===== src/rtl/sha512_pkg.sv =====
// Shared constants, FSM state encoding and length-field helper for the SHA-512 padder.
package sha512_pkg;

  localparam int SHA512_BLOCK_BYTES     = 128;
  localparam int SHA512_LINE_BYTES      = 64;
  localparam int SHA512_LEN_OFFSET      = 112;
  localparam int SHA512_GUARD_CYCLES    = 3;
  localparam int SHA512_ERR_STALL_LIMIT = 256;

  typedef enum logic [2:0] {
    IDLE,
    FILL_HI,
    FILL_LO,
    ISSUE,
    GUARD,
    PAD
  } pad_state_e;

  // Message length in bits as the 128-bit big-endian trailer value.
  function automatic logic [127:0] len_field(input logic [63:0] nbytes);
    return {61'b0, nbytes, 3'b000};
  endfunction

endpackage


===== src/rtl/sha512_padder_if.sv =====
// Line-input and block-output bundle between a message source/hash engine and the padder.
interface sha512_padder_if;

  logic [511:0]      in_data;
  logic              in_valid;
  logic              in_last;
  logic [6:0]        in_bytes;
  logic              in_ready;
  logic [1:0][511:0] block;
  logic              block_valid;
  logic              block_first;
  logic              core_ready;
  logic              msg_done;
  logic              err;

  modport master (
    output in_data, in_valid, in_last, in_bytes, core_ready,
    input  in_ready, block, block_valid, block_first, msg_done, err
  );

  modport slave (
    input  in_data, in_valid, in_last, in_bytes, core_ready,
    output in_ready, block, block_valid, block_first, msg_done, err
  );

endinterface


===== src/rtl/sha512_pad_mask.sv =====
// Keeps the first in_bytes bytes of a line, writes 0x80 right after them and zeroes the rest.
module sha512_pad_mask
  import sha512_pkg::*;
(
  input  logic [511:0] line_i,
  input  logic [6:0]   in_bytes_i,
  output logic [511:0] masked_o
);

  always_comb begin
    masked_o = '0;
    for (int i = 0; i < SHA512_LINE_BYTES; i++) begin
      if (7'(i) < in_bytes_i) begin
        masked_o[511 - 8*i -: 8] = line_i[511 - 8*i -: 8];
      end else if (7'(i) == in_bytes_i) begin
        masked_o[511 - 8*i -: 8] = 8'h80;
      end
    end
  end

endmodule


===== src/rtl/sha512_padder.sv =====
// SHA-512 message padder: packs 64-byte lines into 128-byte blocks, appends 0x80/zeros/length.
// Optional `SHA512_PAD_ERR_EN enables the sticky protocol-error flag.
module sha512_padder
  import sha512_pkg::*;
(
  input  logic           clk,
  input  logic           reset_n,
  sha512_padder_if.slave bus
);

  pad_state_e        state_q, state_d;
  logic [1:0][511:0] work_q, work_d;
  logic [1:0][511:0] block_q, block_d;
  logic [63:0]       len_q, len_d;
  logic              first_q, first_d;
  logic              final_q, final_d;
  logic              pad_q, pad_d;
  logic              pad_lead_q, pad_lead_d;
  logic [1:0]        guard_q, guard_d;
  logic              block_valid_q, block_valid_d;
  logic              block_first_q, block_first_d;
  logic              msg_done_q, msg_done_d;
  logic              in_ready_c;
  logic              accept;
  logic [6:0]        n_eff;
  logic [63:0]       len_sum;
  logic [511:0]      masked;

  assign n_eff   = (bus.in_bytes > 7'd64) ? 7'd64 : bus.in_bytes;
  assign accept  = bus.in_valid && in_ready_c;
  assign len_sum = len_q + {57'b0, n_eff};

  sha512_pad_mask u_mask (
    .line_i     (bus.in_data),
    .in_bytes_i (n_eff),
    .masked_o   (masked)
  );

  always_ff @(posedge clk or negedge reset_n) begin
    if (!reset_n) begin
      state_q       <= IDLE;
      work_q        <= '0;
      block_q       <= '0;
      len_q         <= '0;
      first_q       <= 1'b1;
      final_q       <= 1'b0;
      pad_q         <= 1'b0;
      pad_lead_q    <= 1'b0;
      guard_q       <= '0;
      block_valid_q <= 1'b0;
      block_first_q <= 1'b0;
      msg_done_q    <= 1'b0;
    end else begin
      state_q       <= state_d;
      work_q        <= work_d;
      block_q       <= block_d;
      len_q         <= len_d;
      first_q       <= first_d;
      final_q       <= final_d;
      pad_q         <= pad_d;
      pad_lead_q    <= pad_lead_d;
      guard_q       <= guard_d;
      block_valid_q <= block_valid_d;
      block_first_q <= block_first_d;
      msg_done_q    <= msg_done_d;
    end
  end

  always_comb begin
    state_d       = state_q;
    work_d        = work_q;
    block_d       = block_q;
    len_d         = len_q;
    first_d       = first_q;
    final_d       = final_q;
    pad_d         = pad_q;
    pad_lead_d    = pad_lead_q;
    guard_d       = guard_q;
    block_valid_d = 1'b0;
    block_first_d = 1'b0;
    msg_done_d    = 1'b0;
    in_ready_c    = 1'b0;

    case (state_q)
      IDLE: state_d = FILL_HI;

      FILL_HI: begin
        in_ready_c = 1'b1;
        if (accept) begin
          if (bus.in_last) begin
            // A full 64-byte last line pushes the 0x80 marker into the low half.
            work_d[1] = masked;
            work_d[0] = {(n_eff == 7'd64) ? 8'h80 : 8'h00, 376'b0, len_field(len_sum)};
            len_d     = len_sum;
            final_d   = 1'b1;
            pad_d     = 1'b0;
            state_d   = ISSUE;
          end else begin
            work_d[1] = bus.in_data;
            len_d     = len_q + 64'(SHA512_LINE_BYTES);
            state_d   = FILL_LO;
          end
        end
      end

      FILL_LO: begin
        in_ready_c = 1'b1;
        if (accept) begin
          state_d = ISSUE;
          if (bus.in_last) begin
            len_d = len_sum;
            if (n_eff < 7'(SHA512_LEN_OFFSET - SHA512_LINE_BYTES)) begin
              work_d[0] = masked | {384'b0, len_field(len_sum)};
              final_d   = 1'b1;
              pad_d     = 1'b0;
            end else begin
              // No room for the length field: an extra all-zero block follows.
              work_d[0]  = masked;
              final_d    = 1'b0;
              pad_d      = 1'b1;
              pad_lead_d = (n_eff == 7'd64);
            end
          end else begin
            work_d[0] = bus.in_data;
            len_d     = len_q + 64'(SHA512_LINE_BYTES);
            final_d   = 1'b0;
            pad_d     = 1'b0;
          end
        end
      end

      ISSUE: begin
        if (bus.core_ready) begin
          block_valid_d = 1'b1;
          block_first_d = first_q;
          msg_done_d    = final_q;
          first_d       = final_q;
          guard_d       = '0;
          state_d       = GUARD;
          if (final_q) begin
            len_d   = '0;
            final_d = 1'b0;
          end
        end
      end

      GUARD: begin
        if (guard_q == 2'(SHA512_GUARD_CYCLES - 1)) begin
          state_d = pad_q ? PAD : FILL_HI;
        end else begin
          guard_d = guard_q + 2'd1;
        end
      end

      PAD: begin
        work_d[1]  = {pad_lead_q ? 8'h80 : 8'h00, 504'b0};
        work_d[0]  = {384'b0, len_field(len_q)};
        pad_d      = 1'b0;
        pad_lead_d = 1'b0;
        final_d    = 1'b1;
        state_d    = ISSUE;
      end

      default: state_d = IDLE;
    endcase

    // The visible block only changes when a new block enters ISSUE.
    if (state_d == ISSUE && state_q != ISSUE) begin
      block_d = work_d;
    end
  end

  assign bus.in_ready    = in_ready_c;
  assign bus.block       = block_q;
  assign bus.block_valid = block_valid_q;
  assign bus.block_first = block_first_q;
  assign bus.msg_done    = msg_done_q;

`ifdef SHA512_PAD_ERR_EN
  logic       err_q;
  logic [8:0] stall_q;
  logic       stalled;

  assign stalled = bus.in_valid && !in_ready_c && (state_q == ISSUE || state_q == PAD);

  always_ff @(posedge clk or negedge reset_n) begin
    if (!reset_n) begin
      err_q   <= 1'b0;
      stall_q <= '0;
    end else begin
      if (!stalled) begin
        stall_q <= '0;
      end else if (stall_q != 9'(SHA512_ERR_STALL_LIMIT)) begin
        stall_q <= stall_q + 9'd1;
      end
      if ((accept && bus.in_last && bus.in_bytes > 7'd64) ||
          (stalled && stall_q == 9'(SHA512_ERR_STALL_LIMIT))) begin
        err_q <= 1'b1;
      end
    end
  end

  assign bus.err = err_q;
`else
  assign bus.err = 1'b0;
`endif

endmodule


===== src/flat_wrapper.sv =====
// flat-port wrapper written by rule: the top's interface ports become plain ports
module sha512_padder_flat import sha512_pkg::*;
  (clk, reset_n, bus_in_data, bus_in_valid, bus_in_last, bus_in_bytes, bus_core_ready, bus_in_ready, bus_block, bus_block_valid, bus_block_first, bus_msg_done, bus_err);
  sha512_padder_if bus_i ();
  input  logic clk;
  input  logic reset_n;
  input wire logic [$bits(bus_i.in_data)-1:0] bus_in_data;
  input wire logic [$bits(bus_i.in_valid)-1:0] bus_in_valid;
  input wire logic [$bits(bus_i.in_last)-1:0] bus_in_last;
  input wire logic [$bits(bus_i.in_bytes)-1:0] bus_in_bytes;
  input wire logic [$bits(bus_i.core_ready)-1:0] bus_core_ready;
  output wire logic [$bits(bus_i.in_ready)-1:0] bus_in_ready;
  output wire logic [$bits(bus_i.block)-1:0] bus_block;
  output wire logic [$bits(bus_i.block_valid)-1:0] bus_block_valid;
  output wire logic [$bits(bus_i.block_first)-1:0] bus_block_first;
  output wire logic [$bits(bus_i.msg_done)-1:0] bus_msg_done;
  output wire logic [$bits(bus_i.err)-1:0] bus_err;
  assign bus_i.in_data = bus_in_data;
  assign bus_i.in_valid = bus_in_valid;
  assign bus_i.in_last = bus_in_last;
  assign bus_i.in_bytes = bus_in_bytes;
  assign bus_i.core_ready = bus_core_ready;
  assign bus_in_ready = bus_i.in_ready;
  assign bus_block = bus_i.block;
  assign bus_block_valid = bus_i.block_valid;
  assign bus_block_first = bus_i.block_first;
  assign bus_msg_done = bus_i.msg_done;
  assign bus_err = bus_i.err;
  sha512_padder u_core (.clk(clk), .reset_n(reset_n), .bus(bus_i));
endmodule

===== config.mk =====
export PLATFORM = sky130hd
export DESIGN_NAME = sha512_padder_flat
export DESIGN_NICKNAME = d
export VERILOG_FILES = /design/src/rtl/sha512_pkg.sv /design/src/rtl/sha512_padder_if.sv /design/src/rtl/sha512_pad_mask.sv /design/src/rtl/sha512_padder.sv /design/src/flat_wrapper.sv
export SDC_FILE = /design/constraint.sdc
export NUM_CORES = 2
export LEC_CHECK = 0
export BUFFER_PORTS_ARGS = -buffer_cell sky130_fd_sc_hd__buf_4
export CAP_MARGIN = 10
export CORE_AREA = 2 2 603 605
export CTS_CLUSTER_DIAMETER = 200
export DETAILED_ROUTE_END_ITERATION = 10
export DIE_AREA = 0 0 605 607
export HOLD_SLACK_MARGIN = 0.1
export SYNTH_ARGS = -nofsm -noshare
export SYNTH_HDL_FRONTEND = slang
export SYNTH_HIERARCHICAL = 1
export SYNTH_SLANG_ARGS = --single-unit

===== constraint.sdc =====
create_clock -name clk -period 3.5 [get_ports clk]
set_clock_uncertainty 0.05 [all_clocks]
set_input_delay 0.7 -clock clk [delete_from_list [all_inputs] [get_ports clk]]
set_output_delay 0.7 -clock clk [all_outputs]
set_load 0.03 [all_outputs]

# Word level (Yosys, flattened, before mapping)
# Cells that the tools add are included.
[totals]
ff_bits = 2124
rom_bits = 0
input_bits = 524
mem_count = 0
mem_bits_rw = 0
latchBits = 0
[classes]
n_reduce_logical = 16
div_mod_pow = 0
shift = 0
bitwise = 1
mul = 0
muxes = 178
addsub = 3
n_eq_ne = 81
n_lt_le_gt_ge = 66
[ops]
columns = ["cell", "count"]
rows = [
  ["$mux W512", 5],
  ["$pmux W512 S3", 1],
  ["$mux W8", 130],
  ["$mux W1024", 1],
  ["$pmux W512 S2", 1],
  ["$or A512 B67 Y512", 1],
  ["$mux W64", 4],
  ["$eq A6 B7 Y1 const A", 32],
  ["$lt A6 B7 Y1 const A", 32],
  ["$pmux W64 S2", 1],
  ["$eq A5 B7 Y1 const A", 16],
  ["$lt A5 B7 Y1 const A", 16],
  ["$add A64 B7 Y64", 1],
  ["$add A64 B7 Y64 const B", 1],
  ["$eq A4 B7 Y1 const A", 8],
  ["$lt A4 B7 Y1 const A", 8],
  ["$eq A3 B7 Y1 const A", 4],
  ["$lt A3 B7 Y1 const A", 4],
  ["$mux W1", 22],
  ["$pmux W3 S6", 1],
  ["$mux W3", 5],
  ["$eq A2 B7 Y1 const A", 2],
  ["$lt A1 B7 Y1 const A", 2],
  ["$lt A2 B7 Y1 const A", 2],
  ["other kinds (29)", 45],
]

# Logic depth before layout (Yosys ltp)
[depth]
ltp_word = 10
ltp_mapped = 14

# Cells and area by module
# The synthesis kept the hierarchy.
[modules_own_cells]
columns = ["mod", "seq_area_each_um2", "cells_each", "area_each_um2", "n_inst"]
rows = [
  ["sha512_padder", 41866.4, 7012, 74711.7, 1],
  ["sha512_pad_mask", 0.0, 739, 4794.6, 1],
]

# Worst setup path before layout
# OpenSTA, ideal clock, no wires.
[synth_timing]
path_type = "input -> register"
from = "input port bus_in_bytes[6]"
to = "register u_core.block_q, in the netlist u_core/bus.block[63]"
path_buffers = 2
setup_time_ns = 0.125
path_slack_ns = -0.323
arrival_time_ns = 3.648
stages = 13
cell_sequence = "clkbuf_1 > nor2b_1 > ha_1 > inv_1 > fa_1 > nand2b_1 > a21oi_1 > o21ai_0 > clkbuf_1 > or4_1 > o211ai_1 > a32oi_1 > mux2_2"
[synth_lines]
columns = ["element", "line", "rtl"]
rows = [
  ["start: declaration", "flat_wrapper.sv:10", "input wire logic [$bits(bus_i.in_bytes)-1:0] bus_in_bytes;"],
  ["end signal: assignment", "sha512_padder.sv:56", "block_q <= block_d;"],
  ["end: declaration", "sha512_padder.sv:13", "logic [1:0][511:0] block_q, block_d;"],
]

==> impl_metrics.json <==
{
  "status": "finished clean",
  "cp.required_ns": 4.25,
  "antenna_found_initial": 183,
  "vias_per_cell": 5.05,
  "min_period_ns": 3.31,
  "hold_slack_ns": 0.172,
  "r2r_cells": 12,
  "cts_sinks": 1673,
  "gp_congestion": 0.998,
  "critical_path.endpoint": "u_core/bus.block[63]",
  "syn_area_mm2": 0.0795,
  "cts_buffer_depth": 4,
  "vias": 77200,
  "synth-edff-count": 0,
  "synth_cell_types": 105,
  "die_w_um": 605,
  "cts_made_buffers": 200,
  "r2r-start": "u_core/len_q[0]",
  "rows": 221,
  "start_kind": "flop",
  "setup_tns_ns": 0,
  "p_per_area_mw_per_mm2": 1070,
  "dpl_worst_slack_ns": -0.587,
  "final_core_util_pct": 31.9,
  "slew_viol_final": 0,
  "synth-main-ff-cell": "dfrtp_1",
  "cts_max_level": 4,
  "rr_endpoint": "u_core/bus.block[63]",
  "leakagePower_nw": 52.8,
  "coreArea_mm2": 0.361,
  "rsz0062_at_grt": "false",
  "ant_nets": 0,
  "placed_cells": 14800,
  "clock_latency_ns": 0.92,
  "drt_wl_total_mm": 506,
  "hold_viol": 0,
  "fin_cells": 15300,
  "worst_path_largest_cell_delay_ns": 0.54,
  "slowest_stage": "or4_1",
  "grt_pass1_vias": 74600,
  "grt-ovfl-total": 0,
  "avgRoutedWirePerCell_um": 33.1,
  "root_buffer": "clkbuf_16",
  "fin_ws_ns": 0.188,
  "post-cts-setup-buffers": 0,
  "synthArstFlopShare_pct": 100,
  "slew_headroom_pct": 24.7,
  "critPathLaunch": "u_core/len_q[0]",
  "placed_area_mm2": 0.108,
  "io_pins": 1553,
  "crit_chain": "ha_2 > inv_1 > fa_1 > nand2b_4 > a21oi_4 > buf_4 > o21ai_1 > buf_12 > or4_1 > o211ai_1 > a32oi_1 > mux2_2",
  "synthTopCellsByArea": "dfrtp_1, mux2_2, o21a_1",
  "fill_cells": 37300,
  "synth_cells": 7751,
  "grt_max_degree": 140,
  "clk_pin_slew_worst_paths_ns": 0.06,
  "fin_nets": 10800,
  "drtIter0Drc": 7969,
  "path_max_fanout": 10,
  "peakVddDrop_v": 0.000614,
  "maxCapViolations": 0,
  "min_path_type": "in -> reg",
  "endpoint_kind": "flop",
  "hpwl_mm": 400,
  "final_area_mm2": 0.115,
  "route.detailed.drc": 0,
  "syn_to_final_growth_pct": 44.6,
  "grt_pass1_wl_mm": 671,
  "yosysWarnings": 6,
  "yosysSeqAreaShare_pct": 52.7,
  "critPathArrivalTime_ns": 4.06,
  "syn-num-nets": 8285,
  "tightest_slew_ns": 1.13,
  "dieArea_mm2": 0.367,
  "port_buffers": 1551,
  "firstDrtPassIters": 6,
  "criticalPathCategory": "reg -> reg",
  "initial_utilization_pct": 22.0,
  "p_total_mw": 123,
  "layout-drive-gt1-share_pct": 37.7,
  "grt.total_usage_pct": 26.5,
  "reg2reg_slack_ns": 0.19,
  "yosysTopAreaCellShare_pct": 52.6,
  "yosysTopAreaCell": "dfrtp_1",
  "period_share_pct": 94.6,
  "setup_viol": 0,
  "ys_ff_latch": 1673,
  "fmax_ghz": 0.302,
  "avgSynthCellArea_um2": 10.3,
  "dieHeight_um": 607,
  "cts_tree": "done"
}
## logic make-up (layout without fill, tap and decap cells)
logic type,count (synthesis),count (layout),synth area share [%]
flops,1673,1673,52.7
other cells,1,84,0.00472
buf+inv,743,3407,3.67
fa+ha+maj,10,10,0.167
simple gates,1913,1913,12.0
compound gates,2820,2820,23.4
mux,546,546,7.67
xor+xnor,45,45,0.496
## registers in the layout, summed over array words and instances, names as in the netlist
name                    flops
u_core/bus.msg_done         1
u_core/len_q               64
u_core/state_q              3
u_core/bus.block         1024
u_core/bus.block_valid      1
u_core/final_q              1
u_core/bus.block_first      1
u_core/first_q              1
u_core/pad_q                1
u_core/guard_q              2
u_core/pad_lead_q           1
u_core/work_q             573
## Yosys cell counts (69+ instances only)
library cell	count
mux2_2	504
o22ai_1	472
buf_1	90
o21a_1	490
nor3_1	69
nor2_1	777
nor2b_1	190
dfrtp_1	1672
a31oi_1	71
and2_1	300
a21oi_1	194
nand2_1	250
clkbuf_1	534
o21ai_0	728
a21o_1	474
## cell usage in the layout, fill, tap and decap left out, types with 25 or more instances in the layout
cell	Yosys	routed
a21o_1	474	474
a21oi_1	194	190
a22o_1	32	32
a31oi_1	71	70
and2_1	300	300
buf_12	0	177
buf_4	11	2772
clkbuf_1	534	29
clkbuf_16	0	202
clkbuf_8	0	41
clkinv_2	0	42
dfrtp_1	1672	1669
diode_2	0	83
inv_1	64	63
mux2_2	504	504
mux2i_1	40	40
nand2_1	250	249
nand3_1	64	63
nand4_1	59	59
nor2_1	777	770
nor2b_1	190	182
nor3_1	69	67
nor4_1	41	39
o211ai_1	35	35
o21a_1	490	490
o21ai_0	728	727
o221ai_1	35	35
o22ai_1	472	472
o31ai_1	47	47
or3_1	25	25
xnor2_1	36	36
## worst min-delay path by stage
stage                       startpoint               endpoint  slack, ns  cells past startpoint
floorplan                      reset_n    u_core/bus.block[0]       0.35                      0
global placement    u_core/work_q[571]     u_core/work_q[571]       0.39                      2
finish                bus_in_data[180]  u_core/bus.block[180]       0.17                      4
global route          bus_in_data[182]  u_core/bus.block[182]       0.14                      4
detailed placement  u_core/work_q[560]     u_core/work_q[560]       0.40                      2
CTS                   bus_in_data[448]  u_core/bus.block[448]       0.10                      4
## worst max-delay path: cells and delay by family (launching register included)
kind	cells	cell delay [ns]
adder cells (fa/ha/maj)	2	0.59
flip-flops	1	0.40
AO/OA/AOI/OAI	4	0.73
multiplexers	1	0.28
AND/OR/NAND/NOR	2	0.71
buffers and inverters	3	0.44
## report_power, final
group	total, mW	switching (mW)	internal (mW)
Clock	22.6	9.42	13.2
Sequential	34.1	5.63	28.4
Combinational	66.6	40.7	25.9
Total	123	55.8	67.5
## what timing repair did
item                                   CTS  global route
endpoints found under the hold margin   60             0
hold buffers                            20             0
resized for setup                        0             2
setup endpoints to repair                0             1
## area by class of cell
class / instances / area (µm²) / area share [%]
flip-flops and latches: 1673 / 41900 / 36.4
clock inverters: 97 / 1300 / 1.13
repair buffers: 2973 / 24600 / 21.4
clock buffers: 272 / 5730 / 4.98
diodes: 83 / 208 / 0.181
multi-input cells: 5335 / 35000 / 30.4
inverters: 65 / 245 / 0.213
well taps: 4794 / 6000 / 5.22
## per-layer routing
layer	vias to the layer above	wire length, µm	track usage (%)
met5	-	574	0
met4	84	32400	14.9
met3	968	47700	8.50
met2	3760	224000	40.5
met1	39300	201000	32.8
li1	33200	-	-
(Power assumes the default switching activity.)
